`config.mk`:
```
export PLATFORM = sky130hd
export DESIGN_NAME = skylark_dmem_arbiter
export DESIGN_NICKNAME = d
export VERILOG_FILES = /design/src/rtl/skylark_mem_pkg.sv /design/src/rtl/skylark_starve_ctr.sv /design/src/rtl/skylark_dmem_arbiter.sv
export SDC_FILE = /design/constraint.sdc
export NUM_CORES = 1
export LEC_CHECK = 0
export CAP_MARGIN = 20
export CORE_AREA = 2 2 115 117
export CTS_BUF_LIST = sky130_fd_sc_hd__clkbuf_4 sky130_fd_sc_hd__clkbuf_8
export CTS_CLUSTER_DIAMETER = 40
export DETAILED_ROUTE_END_ITERATION = 8
export DIE_AREA = 0 0 117 119
export GPL_ROUTABILITY_DRIVEN = 0
export PLACE_DENSITY = 0.64
export RECOVER_POWER = 100
export SLEW_MARGIN = 20
export SYNTH_ARGS = -nofsm -noshare
export SYNTH_HDL_FRONTEND = slang
export SYNTH_SLANG_ARGS = --single-unit
```
`constraint.sdc`:
```
create_clock -name clk -period 4.25 [get_ports clk]
set_clock_uncertainty 0.15 [all_clocks]
set_input_delay 1.0625 -clock clk [delete_from_list [all_inputs] [get_ports clk]]
set_output_delay 1.0625 -clock clk [all_outputs]
set_load 0.005 [all_outputs]
```
`src/rtl/skylark_mem_pkg.sv`:
```
// Shared types and default widths for the Skylark data-memory arbiter.
package skylark_mem_pkg;

    localparam int DEF_DATA_W     = 32;
    localparam int DEF_ADDR_W     = 32;
    localparam int DEF_STARVE_MAX = 8;
    // Counter width covers the full legal STARVE_MAX range of 1..255.
    localparam int STARVE_CNT_W   = 8;

    typedef enum logic [1:0] {
        ARB,
        CORE_RD,
        HOST_RD
    } arb_state_t;

    typedef enum logic [1:0] {
        W_NONE,
        W_CORE,
        W_HOST
    } winner_t;

endpackage

```
`src/rtl/skylark_starve_ctr.sv`:
```
// Saturating count of consecutive host arbitration losses; sat_o forces a host win.
module skylark_starve_ctr
    import skylark_mem_pkg::*;
#(
    parameter int STARVE_MAX = DEF_STARVE_MAX
) (
    input  logic clk_i,
    input  logic rst_ni,
    input  logic inc_i,
    input  logic clr_i,
    output logic sat_o
);

    localparam logic [STARVE_CNT_W-1:0] SAT_VAL = STARVE_CNT_W'(STARVE_MAX);

    logic [STARVE_CNT_W-1:0] cnt_q;
    logic [STARVE_CNT_W-1:0] cnt_d;

    assign sat_o = (cnt_q == SAT_VAL);

    // Clear takes priority over increment.
    always_comb begin
        cnt_d = cnt_q;
        if (clr_i) begin
            cnt_d = '0;
        end else if (inc_i && !sat_o) begin
            cnt_d = cnt_q + 1'b1;
        end
    end

    always_ff @(posedge clk_i or negedge rst_ni) begin
        if (!rst_ni) begin
            cnt_q <= '0;
        end else begin
            cnt_q <= cnt_d;
        end
    end

endmodule

```
`src/rtl/skylark_dmem_arbiter.sv`:
```
// Arbitrates the single-port data RAM between the core W-stage port and the host port.
// Outputs are Mealy: combinational from the state register and the current inputs.
module skylark_dmem_arbiter
    import skylark_mem_pkg::*;
#(
    parameter int DATA_W     = DEF_DATA_W,
    parameter int ADDR_W     = DEF_ADDR_W,
    parameter int STARVE_MAX = DEF_STARVE_MAX
) (
    input  logic              clk,
    input  logic              reset,
    input  logic              core_req,
    input  logic              core_we,
    input  logic [ADDR_W-1:0] core_addr,
    input  logic [DATA_W-1:0] core_wdata,
    output logic [DATA_W-1:0] core_rdata,
    output logic              core_stall,
    input  logic              host_lock,
    input  logic              host_valid,
    output logic              host_ready,
    input  logic              host_we,
    input  logic [ADDR_W-1:0] host_addr,
    input  logic [DATA_W-1:0] host_wdata,
    output logic              host_rvalid,
    output logic [DATA_W-1:0] host_rdata,
    output logic              mem_en,
    output logic              mem_we,
    output logic [ADDR_W-1:0] mem_addr,
    output logic [DATA_W-1:0] mem_wdata,
    input  logic [DATA_W-1:0] mem_rdata
);

    arb_state_t state_q;
    winner_t    winner;
    logic       starve_sat;
    logic       starve_inc;
    logic       starve_clr;

    // Host wins outright under lock or starvation; otherwise core has priority.
    always_comb begin
        winner = W_NONE;
        if (host_valid && (host_lock || starve_sat)) begin
            winner = W_HOST;
        end else if (core_req && !host_lock) begin
            winner = W_CORE;
        end else if (host_valid) begin
            winner = W_HOST;
        end
    end

    assign starve_inc = (state_q == ARB) && host_valid && (winner != W_HOST);
    assign starve_clr = !host_valid || ((state_q == ARB) && (winner == W_HOST));

    skylark_starve_ctr #(
        .STARVE_MAX(STARVE_MAX)
    ) u_starve_ctr (
        .clk_i (clk),
        .rst_ni(reset),
        .inc_i (starve_inc),
        .clr_i (starve_clr),
        .sat_o (starve_sat)
    );

    always_ff @(posedge clk or negedge reset) begin
        if (!reset) begin
            state_q <= ARB;
        end else begin
            case (state_q)
                ARB: begin
                    if (winner == W_CORE && !core_we) begin
                        state_q <= CORE_RD;
                    end else if (winner == W_HOST && !host_we) begin
                        state_q <= HOST_RD;
                    end else begin
                        state_q <= ARB;
                    end
                end
                default: state_q <= ARB;
            endcase
        end
    end

    // Everything is held at 0 while reset is low, so an in-flight host read never reports.
    always_comb begin
        core_rdata  = '0;
        core_stall  = 1'b0;
        host_ready  = 1'b0;
        host_rvalid = 1'b0;
        host_rdata  = '0;
        mem_en      = 1'b0;
        mem_we      = 1'b0;
        mem_addr    = '0;
        mem_wdata   = '0;
        if (reset) begin
            case (state_q)
                ARB: begin
                    case (winner)
                        W_CORE: begin
                            mem_en     = 1'b1;
                            mem_we     = core_we;
                            mem_addr   = core_addr;
                            mem_wdata  = core_wdata;
                            core_stall = !core_we;
                        end
                        W_HOST: begin
                            host_ready = 1'b1;
                            mem_en     = 1'b1;
                            mem_we     = host_we;
                            mem_addr   = host_addr;
                            mem_wdata  = host_wdata;
                            core_stall = core_req;
                        end
                        default: core_stall = core_req;
                    endcase
                end
                CORE_RD: begin
                    core_rdata = mem_rdata;
                end
                HOST_RD: begin
                    host_rvalid = 1'b1;
                    host_rdata  = mem_rdata;
                    core_stall  = core_req;
                end
                default: begin
                    core_stall = 1'b0;
                end
            endcase
        end
    end

endmodule

```
==> results.py <==
metrics = {
    "outcome": {
        "outcome": "completed",
    },
    "timing": {
        "worst_pin_slew_ns": 0.7241,
        "maxSlewViolCount": 0,
        "max_freq_ghz": 0.2399,
        "rsz0062_at_grt": "false",
        "min_period_ns": 4.169,
        "setup_viol": 0,
        "finalHoldViolations": 0,
        "fin_crit_sh_pct": 98.08,
        "max-slew-margin-rel_pct": 51.55,
    },
    "global_routing": {
        "gr-total-overflow": 0,
        "grt_pass1_wl_mm": 18.93,
        "grt_start_max_net_pins": 70,
        "grt_pass1_vias": 3596,
        "antenna_found_initial": 0,
        "grt.total_usage_pct": 17.20,
    },
    "route": {
        "vias": 3614,
        "drcViolationCount": 0,
        "drtAntennaViolNets": 0,
        "firstDrtPassIters": 4,
        "wl_per_cell_um": 17.46,
        "routed_via_density": 4.774,
        "drt-total-wl_mm": 13.22,
        "drtIter0Drc": 140,
    },
    "yosys": {
        "postSynthCellCount": 297,
        "yosysWarnings": 0,
        "avgSynthCellArea_um2": 7.718,
        "synth.distinct_cells": 35,
        "ys_ff_latch": 10,
        "netlist.area_leader.share_pct": 35.21,
        "netlist_area_um2": 2292,
        "syn-num-nets": 466,
        "synth_top_flop_cell": "dfrtp_1",
        "synth_edf_count": 0,
        "yosys.area.top_type": "and2_1",
        "ys_async_sr_fraction_pct": 100.0,
        "synth.area.top_cells": "and2_1 35%, a32o_1 28%, dfrtp_1 11%, clkbuf_1 4.1%, buf_6 2.9%",
        "ys_seq_area_share_pct": 10.92,
    },
    "clock_network": {
        "htreeDepth": 1,
        "clk_latency_ns": 0.24,
        "cts_tree": "yes",
        "numCtsBuffers": 3,
        "cts.clk_slew.worst_paths_ns": 0.05,
        "root_buffer": "clkbuf_8",
        "clockBufferDepth": 2,
        "clock_sinks": 10,
    },
    "power_and_ir_drop": {
        "power_frac_seq_pct": 15.5,
        "p_per_area_nw_per_um2": 115.3,
        "pwr-share-clk_pct": 18.5,
        "power_uw": 650.0,
        "power_switching_share_pct": 28.57,
        "p_comb_share_pct": 66.0,
        "vdd_drop_max_uv": 65.73,
        "p_switching_uw": 185.7,
        "intPower_uw": 464.3,
        "power.leakage_nw": 2.163,
    },
    "cells_and_area": {
        "final_nets": 751,
        "stdcell_count": 757,
        "layout-area-overhead-vs-synth_pct": 146.0,
        "antenna_cells": 0,
        "drive_gt1_share_pct": 4.647,
    },
    "worst_setup_path": {
        "cp.required_ns": 3.04,
        "path_max_fanout": 39,
        "worstSetupPathType": "in2out",
        "worstPathArrival_ns": 2.96,
        "start_kind": "input port",
        "r2r_slack_ns": 2.11,
        "cp-end-kind": "primary output",
    },
    "floorplan": {
        "ios": 300,
        "die-area_um2": 13920,
        "die_w_um": 117,
        "start_util_pct": 17.80,
        "core_um2": 12870,
        "rows": 42,
        "die_y_um": 119,
    },
    "worst_hold_path": {
        "holdCritPathClass": "reg2reg",
    },
    "place": {
        "dpl.hpwl_mm": 10.43,
        "io_buffers": 299,
        "dpl.cell_count": 749,
    },
    "run": {
        "maxCapViolations": 0,
    },
}
[cells by family (layout without fill, tap and decap cells)]
kind of cell             Yosys count  after routing  share of synthesized area (%)
XOR/XNOR                           1              1                         0.3822
AND/OR/NAND/NOR                  152            152                          42.03
AO/OA/AOI/OAI                     88             88                          35.97
flip-flops                        10             10                          10.92
adder cells (fa/ha/maj)            2              2                          1.092
buffers and inverters             44            328                          9.606
[power by group through the flow]
stage	sequential [mW]	clock (mW)	combinational, mW
finish	0.101	0.120	0.429
global route	0.101	0.129	0.458
CTS	0.101	0.122	0.431
detailed placement	0.102	0	0.426
global placement	0.102	0	0.423
floorplan	0.101	0	0.135
[placed cells by master (no fill, tap or decap), types with 2 or more instances in the layout]
cell type / instances
nand3_1: 2
nand3b_1: 2
o21ai_0: 3
and3_1: 2
and2_0: 19
and2_1: 110
o31ai_1: 4
clkbuf_1: 3
o21a_1: 2
a221oi_1: 5
dfrtp_1: 10
or4_1: 4
buf_4: 6
dlygate4sd3_1: 44
buf_6: 4
buf_12: 6
ha_1: 2
clkbuf_8: 4
o2111ai_1: 2
a31oi_1: 2
inv_1: 4
clkdlybuf4s50_1: 251
a32o_1: 65
nand2_1: 2
[stage by stage]
| step | util, % | hold WS, ns | setup slack (ns) | area (um^2) | TNS, ns |
|---|---|---|---|---|---|
| 2_1_floorplan | - | 0.3799 | 0.6863 | 2292 | 0 |
| 3_3_place_gp | 42.72 | 0.4028 | -0.01186 | 5500 | -0.01871 |
| 3_5_place_dp | 42.72 | 0.4203 | -0.02658 | 5500 | -0.1045 |
| 4_1_cts | 43.32 | 0.4320 | -0.03067 | 5578 | -0.08012 |
| 5_1_grt | 43.80 | 0.4784 | 0.01487 | 5639 | 0 |
| 6_report | 43.80 | 0.4375 | 0.08141 | 5639 | 0 |
[critical path: stages]
cell	delay (ns)
clkdlybuf4s50_1	0.48
nor2b_4	0.18
o311a_4	0.28
buf_12	0.22
a32o_1	0.18
clkdlybuf4s50_1	0.53
[per-layer routing]
layer	up-vias	part of all wire [%]	GRT usage [%]
met4	0	3.9	7.500
li1	1688	-	-
met2	232	51	31.03
met1	1663	35	18.36
met5	-	0	0
met3	31	10	4.784
[area by class of cell]
class / instances / area [um^2]
multi-input combinational: 243 / 1859
inverter: 5 / 18.77
fill: 1275 / 7236
clock buffer: 4 / 55.05
sequential: 10 / 250.2
timing repair buffer: 319 / 3236
tap: 176 / 220.2
[sequential cells by signal, summed over array words and instances (netlist names)]
name	flops
u_starve_ctr.cnt_q	8
state_q	2
[cells in the mapped netlist, types with 2 or more instances]
master     instances
and2_1           129
a32o_1            65
clkbuf_1          25
dfrtp_1           10
buf_2              8
buf_6              6
a221oi_1           5
inv_1              4
o31ai_1            4
or4_1              4
o21ai_0            3
a31oi_1            2
and3_1             2
ha_1               2
nand2_1            2
nand3_1            2
nand3b_1           2
nor2b_1            2
nor3b_1            2
o2111ai_1          2
o21a_1             2
[worst paths after layout]
kind                                        from  depth (start not counted)               endpoint
setup / recovery                        core_req                          6           mem_wdata[9]
hold / removal             u_starve_ctr.cnt_q[7]                          2  u_starve_ctr.cnt_q[7]
setup reg to reg           u_starve_ctr.cnt_q[0]                          6  u_starve_ctr.cnt_q[3]
hold reg to reg            u_starve_ctr.cnt_q[7]                          2  u_starve_ctr.cnt_q[7]
max in group asynchronous                  reset                          2  u_starve_ctr.cnt_q[7]
min in group asynchronous                  reset                          2  u_starve_ctr.cnt_q[2]
[timing repair]
action                     4_1_cts  5_1_grt
setup endpoints to repair       11       64
gates resized for setup          6        5
hold buffers                     0        0
buffers inserted                 0        2
pin swaps                        0        0
gates cloned                     0        2
No activity file was read; power rests on OpenSTA's default activity.
